<file path="config.mk">
export PLATFORM = sky130hd
export DESIGN_NAME = sa_controller
export DESIGN_NICKNAME = d
export VERILOG_FILES = /design/src/rtl/sa_controller_pkg.sv /design/src/rtl/sa_controller_valid_delay.sv /design/src/rtl/sa_controller.sv
export SDC_FILE = /design/constraint.sdc
export NUM_CORES = 1
export LEC_CHECK = 0
export BUFFER_PORTS_ARGS = -buffer_cell sky130_fd_sc_hd__buf_2
export CORE_MARGIN = 2
export CORE_UTILIZATION = 40
export CTS_CLUSTER_DIAMETER = 80
export CTS_CLUSTER_SIZE = 10
export DETAILED_ROUTE_END_ITERATION = 10
export GPL_ROUTABILITY_DRIVEN = 0
export GPL_TIMING_DRIVEN = 0
export PLACE_DENSITY_LB_ADDON = 0.12
export SLEW_MARGIN = 20
export SYNTH_ARGS = -nofsm -noshare
export SYNTH_HDL_FRONTEND = slang
export SYNTH_SLANG_ARGS = --single-unit
</file>
<file path="constraint.sdc">
create_clock -name clk -period 2.9 [get_ports clk]
set_clock_uncertainty 0.1 [all_clocks]
set_input_delay 0.145 -clock clk [delete_from_list [all_inputs] [get_ports clk]]
set_output_delay 0.145 -clock clk [all_outputs]
set_load 0.02 [all_outputs]
</file>
<file path="src/rtl/sa_controller_pkg.sv">
// Shared types and default latencies for the systolic-array control sequencer.
package sa_controller_pkg;

   localparam int unsigned DEF_ARRAY_WIDTH = 4;
   localparam int unsigned DEF_MAX_ROWS    = 16;
   localparam int unsigned DEF_OUT_LAT     = 2 * DEF_ARRAY_WIDTH;
   localparam int unsigned DEF_DRAIN_LAT   = 2;

   typedef enum logic [2:0] {
      ST_IDLE    = 3'd0,
      ST_LOAD_W  = 3'd1,
      ST_PRELOAD = 3'd2,
      ST_LOAD_A  = 3'd3,
      ST_STREAM  = 3'd4,
      ST_DRAIN   = 3'd5,
      ST_DONE    = 3'd6
   } sa_state_e;

   // Registered control strobes presented to the array datapath and host.
   typedef struct packed {
      logic busy;
      logic done;
      logic w_req;
      logic a_req;
      logic ib_load;
      logic ib_out;
      logic wb_load;
      logic wb_out;
      logic write_w;
      logic ob_load;
      logic ob_out;
   } sa_ctrl_t;

endpackage

</file>
<file path="src/rtl/sa_controller_valid_delay.sv">
// Fixed-depth shift register that turns output_buffer_out_en into out_valid.
module sa_valid_delay #(
   parameter int unsigned DEPTH = 2
) (
   input  logic clk,
   input  logic rst_n,
   input  logic d_i,
   output logic q_o
);

   logic [DEPTH-1:0] sr_q;
   logic [DEPTH-1:0] sr_d;

   always_comb begin
      sr_d    = '0;
      sr_d[0] = d_i;
      for (int unsigned i = 1; i < DEPTH; i++) begin
         sr_d[i] = sr_q[i-1];
      end
   end

   always_ff @(posedge clk or negedge rst_n) begin
      if (!rst_n) begin
         sr_q <= '0;
      end else begin
         sr_q <= sr_d;
      end
   end

   assign q_o = sr_q[DEPTH-1];

endmodule

</file>
<file path="src/rtl/sa_controller.sv">
// Job sequencer for the systolic array: one start/done handshake drives all
// buffer strobes, the weight preload and the result-capture window.
module sa_controller
   import sa_controller_pkg::*;
#(
   parameter int unsigned ARRAY_WIDTH = DEF_ARRAY_WIDTH,
   parameter int unsigned MAX_ROWS    = DEF_MAX_ROWS,
   parameter int unsigned ROW_W       = $clog2(MAX_ROWS + 1),
   parameter int unsigned OUT_LAT     = 2 * ARRAY_WIDTH,
   parameter int unsigned DRAIN_LAT   = DEF_DRAIN_LAT
) (
   input  logic             clk,
   input  logic             rst,
   input  logic             start,
   input  logic [ROW_W-1:0] num_rows,
   input  logic             reuse_weight,
   output logic             busy,
   output logic             done,
   output logic             w_req,
   output logic             a_req,
   output logic             input_buffer_load_en,
   output logic             input_buffer_out_en,
   output logic             weight_buffer_load_en,
   output logic             weight_buffer_out_en,
   output logic             write_weight_en,
   output logic             output_buffer_load_en,
   output logic             output_buffer_out_en,
   output logic             out_valid
);

   // Wide enough for the longest phase (STREAM) so no counter wraps mid-job.
   localparam int unsigned CNT_W = $clog2(OUT_LAT + MAX_ROWS + DRAIN_LAT + 1);

   sa_state_e        state_q, state_d;
   logic [CNT_W-1:0] cnt_q, cnt_d;
   logic [ROW_W-1:0] m_q, m_d;
   sa_ctrl_t         ctrl_q, ctrl_d;

   logic [ROW_W-1:0] rows_clamped;
   logic [CNT_W-1:0] m_ext;
   logic [CNT_W-1:0] cnt_inc;

   assign rows_clamped = (num_rows > ROW_W'(MAX_ROWS)) ? ROW_W'(MAX_ROWS) : num_rows;
   assign m_ext        = CNT_W'(m_q);
   assign cnt_inc      = cnt_q + CNT_W'(1);

   always_ff @(posedge clk or negedge rst) begin
      if (!rst) begin
         state_q <= ST_IDLE;
         cnt_q   <= '0;
         m_q     <= '0;
         ctrl_q  <= '0;
      end else begin
         state_q <= state_d;
         cnt_q   <= cnt_d;
         m_q     <= m_d;
         ctrl_q  <= ctrl_d;
      end
   end

   // Next state plus the Moore decode that is registered into ctrl_q.
   always_comb begin
      state_d = state_q;
      cnt_d   = cnt_q;
      m_d     = m_q;
      ctrl_d  = '0;

      case (state_q)
         ST_IDLE: begin
            if (start) begin
               m_d   = rows_clamped;
               cnt_d = '0;
               if (rows_clamped == '0) begin
                  state_d = ST_DONE;
               end else if (reuse_weight) begin
                  state_d = ST_LOAD_A;
               end else begin
                  state_d = ST_LOAD_W;
               end
            end
         end

         ST_LOAD_W: begin
            ctrl_d.busy    = 1'b1;
            ctrl_d.w_req   = 1'b1;
            ctrl_d.wb_load = 1'b1;
            if (cnt_q == CNT_W'(ARRAY_WIDTH - 1)) begin
               cnt_d   = '0;
               state_d = ST_PRELOAD;
            end else begin
               cnt_d = cnt_inc;
            end
         end

         ST_PRELOAD: begin
            ctrl_d.busy    = 1'b1;
            ctrl_d.wb_out  = 1'b1;
            ctrl_d.write_w = 1'b1;
            if (cnt_q == CNT_W'(ARRAY_WIDTH - 1)) begin
               cnt_d   = '0;
               state_d = ST_LOAD_A;
            end else begin
               cnt_d = cnt_inc;
            end
         end

         ST_LOAD_A: begin
            ctrl_d.busy    = 1'b1;
            ctrl_d.a_req   = 1'b1;
            ctrl_d.ib_load = 1'b1;
            if (cnt_q == m_ext - CNT_W'(1)) begin
               cnt_d   = '0;
               state_d = ST_STREAM;
            end else begin
               cnt_d = cnt_inc;
            end
         end

         // Rows enter the array for M cycles; results arrive OUT_LAT later.
         ST_STREAM: begin
            ctrl_d.busy    = 1'b1;
            ctrl_d.ib_out  = (cnt_q < m_ext);
            ctrl_d.ob_load = (cnt_q >= CNT_W'(OUT_LAT)) && (cnt_q < CNT_W'(OUT_LAT) + m_ext);
            if (cnt_q == CNT_W'(OUT_LAT) + m_ext - CNT_W'(1)) begin
               cnt_d   = '0;
               state_d = ST_DRAIN;
            end else begin
               cnt_d = cnt_inc;
            end
         end

         ST_DRAIN: begin
            ctrl_d.busy   = 1'b1;
            ctrl_d.ob_out = (cnt_q < m_ext);
            if (cnt_q == m_ext + CNT_W'(DRAIN_LAT) - CNT_W'(1)) begin
               cnt_d   = '0;
               state_d = ST_DONE;
            end else begin
               cnt_d = cnt_inc;
            end
         end

         ST_DONE: begin
            ctrl_d.busy = 1'b1;
            ctrl_d.done = 1'b1;
            cnt_d       = '0;
            state_d     = ST_IDLE;
         end

         default: begin
            cnt_d   = '0;
            state_d = ST_IDLE;
         end
      endcase
   end

   sa_valid_delay #(
      .DEPTH (DRAIN_LAT)
   ) u_valid_delay (
      .clk   (clk),
      .rst_n (rst),
      .d_i   (ctrl_q.ob_out),
      .q_o   (out_valid)
   );

   assign busy                  = ctrl_q.busy;
   assign done                  = ctrl_q.done;
   assign w_req                 = ctrl_q.w_req;
   assign a_req                 = ctrl_q.a_req;
   assign input_buffer_load_en  = ctrl_q.ib_load;
   assign input_buffer_out_en   = ctrl_q.ib_out;
   assign weight_buffer_load_en = ctrl_q.wb_load;
   assign weight_buffer_out_en  = ctrl_q.wb_out;
   assign write_weight_en       = ctrl_q.write_w;
   assign output_buffer_load_en = ctrl_q.ob_load;
   assign output_buffer_out_en  = ctrl_q.ob_out;

endmodule
</file>
# After elaboration in Yosys (flattened, before gate mapping)
# Index checks and enable logic that the tools add are counted.
# totals
word_cells	71
inputBits	9
latchBits	0
reg_bits	25
mem_bits_ro	0
mem_bits_rw	0
output_inout_bits	12
mem_count	0
# classes
add_sub_neg	6
multipliers	0
shift	0
reduce_logical	7
n_eq_ne	16
n_div	0
n_mux	24
order_cmp	4
bitwise_logic	0
# ops
operator	n
2-to-1 mux 5 bit	6
case mux 5 bit (5 select lines)	1
2-to-1 mux 3 bit	7
case mux 3 bit (6 select lines)	1
== test 5 bit	3
subtractor 5 x 1 -> 5 bit, second input constant	3
inequality test 2 bit, second input constant	6
less-than comparator 5 bit	2
== test 3 bit, second input constant	3
== test 3 x 2 -> 1 bit, second input constant	2
2-to-1 mux 1 bit	6
2-to-1 mux 2 bit	3
AND reduction 6 bit	1
OR reduction 6 bit	1
adder 4 x 5 -> 5 bit, first input constant	1
adder 5 x 1 -> 5 bit, second input constant	1
adder 5 x 2 -> 5 bit, second input constant	1
== test 5 x 2 -> 1 bit, second input constant	1
greater-or-equal comparator 5 x 4 -> 1 bit, second input constant	1
> comparator 5 bit, second input constant	1
logical NOT 5 bit	1
== test 3 x 1 -> 1 bit, second input constant	1
logical NOT 3 bit	1
AND reduction 2 bit	1
other kinds (2)	2

# Longest topological paths before layout
# Gate-level depths: netlist of the first run.
# logic_depth
depth_word	6
mapped_depth	8
mapped_depth_nobuf	8

# By module
# A second synthesis of the first run with hierarchy kept.
# hier_totals
cells_unflattened	153
area_unflattened_um2	1503.9
# modules_own_cells
module	n_inst	area_per_inst_um2	cells_each
sa_controller	1	1453.9	151
sa_valid_delay	1	50.0	2

# Worst setup path before layout of the first run
# OpenSTA, ideal clock, no wires.
# synth_timing
path_kind	register -> register
start	reg m_q[0] (netlist: m_ext[0])
end	reg cnt_q[2]
slack_ns	0.834
t_arrival_ns	1.840
stages_incl_launch_ff	9
n_path_buf	0
period_less_slack_ns	2.066
setup_time_ns	0.126
cell_sequence	dfrtp_1 > inv_1 > ha_1 > xor2_1 > nor3b_2 > o211ai_1 > o211ai_2 > nand2_2 > a221o_1
# synth_via
elab_chain_len	5
# synth_lines
element	line	source
start, declared	sa_controller.sv:36	logic [ROW_W-1:0] m_q, m_d;
start signal, assigned	sa_controller.sv:56	m_q <= m_d;
adder 5 x 2 -> 5 bit or adder 4 x 5 -> 5 bit (tied branches)	sa_controller.sv:135, sa_controller.sv:124	
subtractor 5 x 1 -> 5 bit (on tied branches)	sa_controller.sv:135, sa_controller.sv:124	
== test 5 bit (on tied branches)	sa_controller.sv:135, sa_controller.sv:124	
2-to-1 mux 5 bit (on tied branches)	sa_controller.sv:135, sa_controller.sv:124	
case mux 5 bit (5 select lines) (*)	sa_controller.sv:68	case (state_q)
end signal, assigned	sa_controller.sv:55	cnt_q <= cnt_d;
end, declared	sa_controller.sv:35	logic [CNT_W-1:0] cnt_q, cnt_d;
# Mark *: on every way between the ends. The rest lies on a longest branch, timed or not.
# A chain may end at the register's enable or synchronous reset.

# Worst setup path in the final report of the first run
# layout_timing
start	reg m_q[1] (netlist: m_ext[1])
end	reg state_q[1]
# layout_via
elab_chain_len	5
# layout_lines
element	line	source
adder 5 x 2 -> 5 bit or adder 4 x 5 -> 5 bit (tied branches)	sa_controller.sv:135, sa_controller.sv:124	
subtractor 5 x 1 -> 5 bit (on tied branches)	sa_controller.sv:135, sa_controller.sv:124	
== test 5 bit (on tied branches)	sa_controller.sv:135, sa_controller.sv:124	
inequality test 2 bit (no source line)	-	
AND reduction 6 bit (no source line) (*)	-	
end signal, assigned	sa_controller.sv:54	state_q <= state_d;
end, declared	sa_controller.sv:34	sa_state_e state_q, state_d;
# Marks and branches as above.

==> out/summary.md, run 1 <==
Summed over all layers, the routed wires come to 3050 um. Combinational logic burns 62.5% of the power. The first global-routing pass estimated 5240 um of wire. The run gives 417 MHz as the peak clock frequency supported by timing.

The worst setup path is captured at a register. Of the total power, the share spent switching nets is 45.4%. The post-placement cell area is 1610 um^2, and the number of buffers created by CTS is 3. After synthesis, flip-flops and latches occupy 39.6% of the total area.

Fill cells in the final layout number 341. Synthesis inferred 23 register bits. Leaving out fill and tap cells, the most frequent cell in the layout is buf_2. The logs give 2 for the maximum number of buffers from clock root to sink and 0 for the sum of overflow across all layers after global routing.

The count of H-tree levels built during CTS is 1, and the setup TNS after final layout is 0 ns. For this configuration, the core starts out at a cell density of 42.5%. The worst-margin pin slew is 0.906 ns.

The slowest stage of the critical path belongs to the cell dfrtp_1. The number of max-capacitance violations reported is 0. The biggest cell delay along the critical path came out at 0.46 ns. For this run, the leading register cell type out of synthesis is dfrtp_1. Final number of max-transition violations: 0. The HPWL after detailed placement was 2270 um.

Summing every instance area after synthesis gives 1450 um^2. In this run the worst hold path is classified as in2reg. CTS placed an instance of clkbuf_4 at the clock tree root. The number of nets handed over by synthesis was 168. A synthesized cell averages 9.82 um^2. Highest ir drop seen on vdd: 393 uV. In the layout the commonest cells are buf_2, dfrtp_1, inv_1.

The chip width was 64.3 um. Of the total power, the clock network draws 8.3%. Setup violations remaining at the end of the flow were counted as 0.

The synthesized design contains 0 enable-type register cells. The number of routed nets with antenna violations is 0, and the number of design-rule violations left by the first detailed-router iteration is 46. The first TritonRoute pass finished after 4 iterations.

At the end of the flow, the number of nets in the layout was 199. The die covers 4130 um^2. The flow ran to the end, and the final reports show no timing, DRC or antenna violations.

The worst setup path is launched from a register. The critical path class is reg2reg. The core region is 3420 um^2. The logs give 21 for the number of I/O pins and 21 for the row count.

The ratio of cells with drive above 1 in the final layout is 21.9%. The total leakage power was 0.834 nW; the final instance area was 1700 um^2. The synthesized netlist contains 44 unique library cells. The tools report the multi-input combinational cell area as 771 um^2.

CTS saw 23 sinks. Beginning of the critical path: m_ext[1]$_DFFE_PN0P_. The floorplan step set the die height to 64.3 um.

The via count of the first global-routing pass is 1183. The number of antenna violations at the first check in global routing came out at 0. The quantity of hold-fixing buffers added after cts is 6, and the global routing usage summed across all routing layers is 16.4%. At the worst endpoint, the required time is 3.01 ns. The post-synthesis to final-layout area growth is 16.8%, and the number of warnings reported in the yosys synthesis log is 0.

The number of endpoints with negative hold slack in the final report is 0. In this run the critical register-to-register path is launched from m_ext[1]$_DFFE_PN0P_. 0 antenna diodes ended up in the layout.

The later pin in the worst-skew pair is clocked with a latency of 0.31 ns. Post-cts repair resize count: 0. STA puts the critical path data arrival time at 2.51 ns.

The number of setup buffers added after CTS is 0. The clock period could shrink to 2.40 ns. Number of port buffers: 20. The total area of sequential cells is 576 um^2.

Walking the worst path, the cells encountered are inv_1 > ha_1 > xor2_1 > nor3b_2 > o211ai_1 > o211ai_2 > nand2_2 > a222oi_1. The ratio of total power to cell area came out at 1060 nW/um^2. The detail-routed net length per standard cell is 13.6 um, and the switching power is 0.815 mW. The start point of the worst hold path was start. The maximum net fanout on the critical path was 7; the internal power contribution was 0.981 mW. The run gives 1163 as the vias after detailed routing. After detailed routing, the number of vias per cell comes to 5.19. Sequential cells burn 29.2% of the power. Power comes to 1.80 mW. The worst pin sits at a relative slew slack of 39.0%. After synthesis, the share of flip-flops with an asynchronous set or reset is 100%. Entering global routing, the biggest net connects 24 pins. The run gives 148 as the instance count of the mapped netlist. TritonCTS built the clock tree.

In the routed design, unresolved DRC markers number 0. The final critical path takes up 82.7% of the cycle. After clock tree synthesis, the clock-pin slew on the worst setup and hold paths is 0.13 ns. Setup repair after global routing left no endpoint under its margin.
## flip-flops by register name (all words and copies together), names as in the netlist
register / count
a_req: 1
output_buffer_load_en: 1
done: 1
u_valid_delay.sr_q: 2
m_ext: 5
state_q: 3
busy: 1
weight_buffer_load_en: 1
output_buffer_out_en: 1
weight_buffer_out_en: 1
cnt_q: 5
input_buffer_out_en: 1
## power groups by stage
stage | Sequential, mW | Combinational [mW] | Clock (mW)
after detailed placement | 0.530 | 1.12 | 0
final | 0.524 | 1.12 | 0.149
after global placement | 0.527 | 1.08 | 0
after CTS | 0.523 | 1.13 | 0.158
after floorplan | 0.555 | 0.829 | 0
after global routing | 0.540 | 1.24 | 0.175
## cells in the mapped netlist (4+ instances only)
library cell   n  area [um^2]
nor2_1         7         26.3
o21ai_0        8         40.0
ha_1          11          138
xor2_1         4         35.0
nor3_1         6         30.0
xnor2_1        8         70.1
buf_2          4         20.0
nand3_1        5         25.0
inv_1         12         45.0
dfrtp_1       23          576
nand2_1        7         26.3
nand2b_1       6         37.5
## routing by layer
metal  routed length (um)  GRT usage [%]  vias up
met4                   16           3.19        0
met2                 1490           29.0       15
li1                     -              -      579
met1                 1460           20.4      567
met5                    0              0        -
met3                   82           3.70        2
## final timing paths
check,end,slack [ns],depth (start not counted)
min,state_q[1]$_DFFE_PN0P_,0.09,3
max in group asynchronous,weight_buffer_out_en$_DFF_PN0_,2.12,2
min in group asynchronous,done$_DFF_PN0_,0.22,2
max reg2reg,state_q[1]$_DFFE_PN0P_,0.50,8
min reg2reg,u_valid_delay.sr_q[1]$_DFF_PN0_,0.27,0
max,state_q[1]$_DFFE_PN0P_,0.50,8
## through the flow
stage	cells	hold WS [ns]	utilization, %	setup WS (ns)
after floorplan	148	-0.251	-	0.834
after global placement	214	0.0440	47.1	0.562
after detailed placement	214	0.0617	47.1	0.529
after CTS	224	0.0591	49.7	0.497
after global routing	224	0.0982	49.7	0.270
final	224	0.0906	49.7	0.502
## final cells by class
| class | count | area share, % |
|---|---|---|
| plain buffers | 10 | 3.61 |
| inverters | 12 | 2.65 |
| well taps | 46 | 3.39 |
| repair buffers | 26 | 9.44 |
| flip-flops and latches | 23 | 33.9 |
| multi-input cells | 103 | 45.4 |
| clock buffers | 4 | 1.55 |
## kinds of logic (layout without fill, tap and decap cells)
group	Yosys count	after routing	share of synthesized area, %
simple gates	45	45	16.9
buf+inv	22	52	7.32
flops	23	23	39.6
mux	3	3	2.33
xor+xnor	13	13	8.87
compound gates	31	31	15.5
fa+ha+maj	11	11	9.47
## worst max-delay path: cells and delay by family (launching register included)
kind,cells,cell delay (ns)
xor gates and xnor gates,1,0.18
buffers and inverters,1,0.09
AOI/OAI and AO/OA,3,0.77
adders and majority gates,1,0.29
DFF,1,0.46
and+or+nand+nor,2,0.40
(Power assumes the default switching activity.)
==> run 2, diff against run 1 <==
Settings changed: ABC_AREA from default to 1.
Clock period 2.9 ns to 2.5 ns, I/O delays scaled along.
==> out/summary.md, run 2 <==
The run gives 41.1% (-1.4 points) as the starting density of the core. By area the synthesized netlist is led by dfrtp_1, nand2_1, ha_1. The fraction of power spent switching nets works out to 50.0% (+4.6 points). The clock input transition at the sequential cells of the worst setup and hold paths is 0.08 ns (-0.05 ns).

Predominant post-synthesis flop cell: dfrtp_1. The required time of the critical path is 2.57 ns (-0.44 ns), and the highest ir drop seen on vdd is 652 uV (+66%). For the number of max-capacitance violations reported, the log shows 0 (unchanged). The tools report the pin count of the biggest net entering global routing as 24 (unchanged).

The most numerous cell type found on the critical path is nand2_1. The run gives 3940 um^2 (+15%) as the core region area. The tools report the met1 capacity usage during global routing as 24.5% (+4.1 points). The number of distinct library cells after synthesis was 25 (-43%); the fraction of synthesized cell area taken by the top area cell type was 35.5% (-4.1 points). The biggest cell delay along the critical path was 0.41 ns (-0.05 ns); the final number of max-transition violations was 0 (unchanged). The signal on the critical path passes through inv_1 > ha_1 > inv_1 > nand2_1 > nand2_1 > nand2_1 > nor2_2 > nand3_1 > nand2_2 > nand4_1 > nand2_1 > nand2_1.

The ratio of cells with drive above 1 in the final layout works out to 17.9% (-4.0 points). The number of synthesized flops with an enable pin was 0 (unchanged). The worst relative slew slack came out at 60.5% (+21 points). The instance count of the mapped netlist came out at 232 (+57%). The maximum number of buffers from clock root to sink came out at 2 (unchanged). Antenna cell count: 0 (unchanged).

On the critical path, the stage with the largest delay is an instance of dfrtp_1. The die span in y was 67.6 um (+5.3%); the post-synthesis to final-layout area growth was 13.4%. The via count of the first global-routing pass was 1188 (+0.42%). The final layout net count is 278 (+40%). The run gives 0 (unchanged) as the post-CTS setup-driven buffer insertion count.

The post-cts repair resize count was 0 (unchanged). The ratio of final minimum period to clock period is 78.1% (-4.6 points), and the arrival time of the worst setup path is 2.02 ns (-0.49 ns). The sequential area share after synthesis was 35.5% (-4.1 points); the met2 track utilization from global routing was 24.3% (-4.8 points). The post-placement setup slack is 0.546 ns (+0.0174 ns). The most common cell after layout, fill and taps aside was nand2_1. The detail-routed net length per standard cell came out at 11.1 um (-18%). Mean instance size in the synthesized netlist: 6.98 um^2 (-29%).

TritonCTS built the clock tree. The synthesized netlist net count is 252 (+50%), and the number of warnings reported in the yosys synthesis log is 0 (unchanged). The number of I/O pins was 21 (unchanged).

The run gives 0 (unchanged) as the number of antenna violations at the first check in global routing. The worst-skew pair later-pin latency was 0.27 ns (-0.04 ns); the worst-margin pin slew was 0.590 ns (-0.316 ns). Number of port buffers: 20 (unchanged).

Ratio of total power to cell area: 1190 nW/um^2 (+13%). Yosys instantiated no cell more often than nand2_1. Number of vias per cell after detailed routing: 4.52 (-13%).

The path class of the tightest hold or removal check is in2reg. The sort of element at the start of the critical path was a register. Synthesized cell area: 1620 um^2 (+12%). Clock tree synthesis selected as its root buffer the cell clkbuf_8. The count of H-tree levels built during CTS is 1 (unchanged). The run gives 3.50% (-0.20 points) as the routing usage on met3. Ranked by instance count, the synthesized netlist is headed by nand2_1, inv_1, nor2_1. The run gives 4 (unchanged) as the first-pass detailed-route iteration total. Die area: 4580 um^2 (+11%). The tools report the post-placement cell area as 1780 um^2 (+11%). The row count is 23 (+9.5%). Setup repair after global routing left no endpoint under its margin.

The total leakage power was 1.08 nW (+29%). The tools report the vias after detailed routing as 1389 (+19%). The final instance area was 1840 um^2 (+8.3%); the synthesis-stage register bit count was 23 (unchanged).

The logs give 23 (unchanged) for the number of clock sinks and 27.6% (-1.6 points) for the relative contribution of sequential cells to total power. The clock network power share was 10.9% (+2.6 points); the global routing usage summed across all routing layers was 16.5% (+0.16 points). The post-detailed-route DRC marker count was 0 (unchanged). Number of design-rule violations left by the first detailed-router iteration: 76 (+65%). The logs give 512 MHz (+23%) for the peak clock frequency supported by timing and 1.09 mW (+34%) for the switching power.

STA classifies the critical path endpoint as a register. The number of routed nets with antenna violations was 0 (unchanged); the HPWL after detailed placement was 2720 um (+20%). The filler cell count in the final layout is 427 (+25%), and the sum of overflow across all layers after global routing is 0 (unchanged). The library cell with the largest summed area after synthesis was dfrtp_1.

The critical path in this run is classified as reg2reg. The async set or reset register ratio after synthesis works out to 100% (unchanged). After global routing, the most crowded layer is met1.

The internal power contribution is 1.10 mW (+12%), and the worst setup margin is 0.547 ns (+0.0456 ns). In the layout the commonest cells are nand2_1, inv_1, nor2_1. The chip width came out at 67.6 um (+5.3%). The tools report the final hold slack as 0.0185 ns (-0.0721 ns). For the final wirelength, the log shows 3410 um (+12%). The number of buffers created by CTS was 3 (unchanged); the setup TNS after final layout was 0 ns (unchanged). The run finished with clean final reports.

The clock period minus final worst setup slack was 1.95 ns (-0.446 ns). The maximum net fanout on the critical path is 4 (-3), and the global-route wire length before repair is 5640 um (+7.5%). For the number of endpoints with negative hold slack in the final report, the log shows 0 (unchanged). The final number of setup-violating endpoints is 0 (unchanged). The run gives 61.5% (-1.0 points) as the combinational share of power.
==> run 2: changes by cell type in the layout (fill, tap and decap cells not counted), moves of 7 or more <==
cell / change
nand2_1: +64
inv_1: +24
nor2_1: +18
nand3_1: +13
o21ai_0: -7
xnor2_1: -7
==> run 2: power by group through the flow <==
stage	logic (mW)	clock network [mW]	registers [mW]
2_1_floorplan	1.01	0	0.645
3_3_place_gp	1.34	0	0.611
3_5_place_dp	1.35	0	0.613
4_1_cts	1.36	0.245	0.605
5_1_grt	1.55	0.260	0.626
6_report	1.35	0.238	0.605
==> run 2: logic make-up (layout without fill, tap and decap cells) <==
kind of cell	count (synthesis)	in the layout	synth area share (%)
XOR/XNOR	3	3	1.62
buffers and inverters	47	72	12.7
adder cells (fa/ha/maj)	11	11	8.49
AO/OA/AOI/OAI	17	17	6.18
flip-flops	23	23	35.5
AND/OR/NAND/NOR	131	131	35.5
==> run 2: stage by stage <==
step | total power, mW | std cells | util, %
finish | 2.19 | 307 | 46.6
floorplan | 1.65 | 232 | -
CTS | 2.21 | 307 | 46.6
detailed placement | 1.96 | 302 | 45.2
global placement | 1.96 | 302 | 45.2
global route | 2.44 | 307 | 46.6
==> run 2: timing repair <==
item,CTS,global route
setup endpoints to repair,0,0
hold endpoints to repair,23,0
hold buffers,1,0
==> run 2: worst paths after layout <==
kind,start,end,slack [ns],depth (start not counted)
max in group asynchronous,rst,cnt_q[3]$_DFFE_PN0N_,1.70,2
min in group asynchronous,rst,output_buffer_load_en$_DFF_PN0_,0.26,2
min reg2reg,u_valid_delay.sr_q[0]$_DFF_PN0_,u_valid_delay.sr_q[1]$_DFF_PN0_,0.27,0
max,m_ext[0]$_DFFE_PN0P_,state_q[1]$_DFFE_PN0P_,0.55,12
max reg2reg,m_ext[0]$_DFFE_PN0P_,state_q[1]$_DFFE_PN0P_,0.55,12
min,num_rows[2],m_ext[2]$_DFFE_PN0P_,0.02,3
==> run 2: per-layer routing <==
metal,vias to the layer above,share of wire [%]
met1,599,52
met4,0,0.97
li1,758,-
met3,4,4.2
met2,28,42
met5,-,0
==> run 2: final cells by class <==
type,instances,area (um^2),area share (%)
Multi-Input combinational cell,162,840,45.7
Sequential cell,23,576,31.3
Inverter,42,160,8.71
Timing Repair Buffer,21,110,5.99
Tap cell,50,62.6,3.40
Clock buffer,4,45.0,2.45
Buffer,5,45.0,2.45
==> run 2: critical path, delay by kind of cell (launching register included) <==
| family | cells | cell delay, ns |
|---|---|---|
| adder cells (fa/ha/maj) | 1 | 0.32 |
| buffers and inverters | 2 | 0.17 |
| AND/OR/NAND/NOR | 9 | 0.85 |
| flip-flops | 1 | 0.41 |
==> run 3, diff against run 2 <==
Clock period 2.5 ns to 2.03 ns, I/O delays scaled along.
==> out/summary.md, run 3 (synthesized netlist as in run 2, its figures left out) <==
The most critical setup path has its endpoint at cnt_q[4]$_DFFE_PN0N_. The arrival time of the worst setup path is 1.93 ns (-0.09 ns). The tools report the worst relative slew slack as 60.9% (+0.40 points). The beginning of the critical path is m_ext[0]$_DFFE_PN0P_. The logs give 0.27 ns (about the same) for the worst-skew pair later-pin latency and 5690 um (+0.98%) for the global-route wire length before repair.

The number of buffers created by CTS came out at 3 (unchanged). The sum of overflow across all layers after global routing is 0 (unchanged). The total area of sequential cells is 576 um^2 (unchanged), and the pin count of the biggest net entering global routing is 24 (unchanged).

The count of H-tree levels built during CTS was 1 (unchanged); the detail-routed net length per standard cell was 11.2 um (+1.0%). TritonCTS built the clock tree. The number of clock sinks is 23 (unchanged). The setup TNS after final layout is 0 ns (unchanged).

The overall power consumption is 2.82 mW (+29%). The flow ran to the end, and the final reports show no timing, DRC or antenna violations. The run gives 1212 (+2.0%) as the via count of the first global-routing pass.

The number of port buffers was 20 (unchanged); the final wirelength was 3520 um (+3.3%). For the total leakage power, the log shows 1.11 nW (+3.4%). The number of I/O pins came out at 21 (unchanged). The setup path with the least slack is of type reg2reg.

The multi-input combinational cell area is 870 um^2 (+3.6%). The run gives 4580 um^2 (unchanged) as the die area. The tools report the maximum number of buffers from clock root to sink as 2 (unchanged). The terminus of the critical flop-to-flop path is cnt_q[4]$_DFFE_PN0N_. The filler cell count in the final layout came out at 415 (-2.8%).

Cell at the root of the clock tree: clkbuf_8. The ratio of final minimum period to clock period was 91.8% (+14 points). Chip width: 67.6 um (unchanged). The row count was 23 (unchanged); the worst reg2reg path depth was 13 (+1).

In the layout the commonest cells are nand2_1, inv_1, nor2_1. The ratio of total power to cell area works out to 1470 nW/um^2 (+23%). The area growth from synthesis to layout is 18.8%. The HPWL after detailed placement was 2720 um (unchanged). The min-delay analysis places its worst path in the category in2reg. For the peak clock frequency supported by timing, the log shows 537 MHz (+4.8%). The worst-margin pin slew works out to 0.584 ns (-0.00591 ns).

The post-placement cell area is 1780 um^2 (unchanged), and the ratio of cells with drive above 1 in the final layout is 21.2% (+3.3 points). The number of routed nets with antenna violations is 0 (unchanged), and the final number of max-transition violations is 0 (unchanged). Leaving out fill and tap cells, the most frequent cell in the layout is nand2_1.

The logs give 41.1% (unchanged) for the starting density of the core and 16.7% (+0.14 points) for the global routing usage summed across all routing layers. The number of design-rule violations left by the first detailed-router iteration is 75 (-1.3%). The final instance area is 1930 um^2 (+4.8%), and the clock input transition at the sequential cells of the worst setup and hold paths is 0.08 ns (about the same).

The vias after detailed routing came out at 1434 (+3.2%). Clock period minus final worst setup slack: 1.86 ns (-0.0890 ns). The number of vias per cell after detailed routing is 4.57 (+0.94%).

The sort of element at the end of the critical path is a register. The run gives 3940 um^2 (unchanged) as the core region area. For the first-pass detailed-route iteration total, the log shows 4 (unchanged). The run gives 48.8% (+2.2 points) as the end-of-flow core utilization. The die span in y was 67.6 um (unchanged); the number of endpoints with negative hold slack in the final report was 0 (unchanged). The tools report the final number of setup-violating endpoints as 0 (unchanged). The number of antenna violations at the first check in global routing came out at 0 (unchanged).

The antenna cell count came out at 0 (unchanged). The final layout net count was 285 (+2.5%); the highest ir drop seen on vdd was 806 uV (+24%). The worst setup path is launched from a register. The startpoint identified for the worst register-to-register timing path is m_ext[0]$_DFFE_PN0P_.

The maximum net fanout on the critical path was 4 (unchanged). The logs give 0 (unchanged) for the number of max-capacitance violations reported and 0.17 ns (-0.38 ns) for the register-to-register setup slack. The post-detailed-route DRC marker count is 0 (unchanged), and the required time of the critical path is 2.09 ns (-0.48 ns).
## run 3: per-layer routing
metal	track usage, %	wire, um
met5	0	0
met1	24.5	1830
met3	3.50	112
met2	24.8	1540
met4	3.83	33
## run 3: worst min-delay path by stage
stage / from / depth (start not counted) / to / slack, ns
3_3_place_gp: rst / 1 / m_ext[4]$_DFFE_PN0P_ / 0.01
6_report: num_rows[1] / 3 / m_ext[1]$_DFFE_PN0P_ / 0.005
3_5_place_dp: rst / 1 / output_buffer_load_en$_DFF_PN0_ / 0.01
2_1_floorplan: rst / 0 / a_req$_DFF_PN0_ / -0.29
4_1_cts: num_rows[1] / 3 / m_ext[1]$_DFFE_PN0P_ / 0.005
5_1_grt: num_rows[4] / 3 / m_ext[4]$_DFFE_PN0P_ / 0.04
## run 3: final cells by class
| type | instances | share of cell area, % |
|---|---|---|
| buffer | 5 | 2.34 |
| multi-input combinational | 162 | 45.2 |
| timing repair buffer | 28 | 8.71 |
| inverter | 42 | 8.32 |
| tap | 50 | 3.25 |
| clock buffer | 4 | 2.34 |
| sequential | 23 | 29.9 |
## run 3: where the power goes
part	internal [mW]	total, mW	switching, mW	leakage [nW]
Sequential	0.611	0.751	0.140	0.302
Combinational	0.677	1.78	1.10	0.787
Clock	0.140	0.292	0.152	0.0228
Total	1.43	2.82	1.39	1.11
## run 3: timing repair
action,in CTS,in global routing
hold endpoints to repair,25,0
gates resized for setup,0,7
buffers inserted,0,5
setup endpoints to repair,0,7
hold buffers,3,0
## run 3: metrics by stage
step	cells	hold WS [ns]	setup slack [ns]
2_1_floorplan	232	-0.294	0.328
5_1_grt	314	0.0369	-0.000334
4_1_cts	309	0.00457	0.0607
3_3_place_gp	302	0.0141	0.0667
3_5_place_dp	302	0.0139	0.0760
6_report	314	0.00467	0.166
## run 3: critical path: stages, from the launching register on
cell and delay, ns:
dfrtp_1 0.43, inv_2 0.11, ha_4 0.21, inv_1 0.05, nand2_1 0.04, nand2_1 0.09, nand2_1 0.08, nor2_2 0.12
nand3_2 0.13, buf_4 0.15, nand3_1 0.06, nand2_1 0.05, nor2_1 0.10, nand2_1 0.05
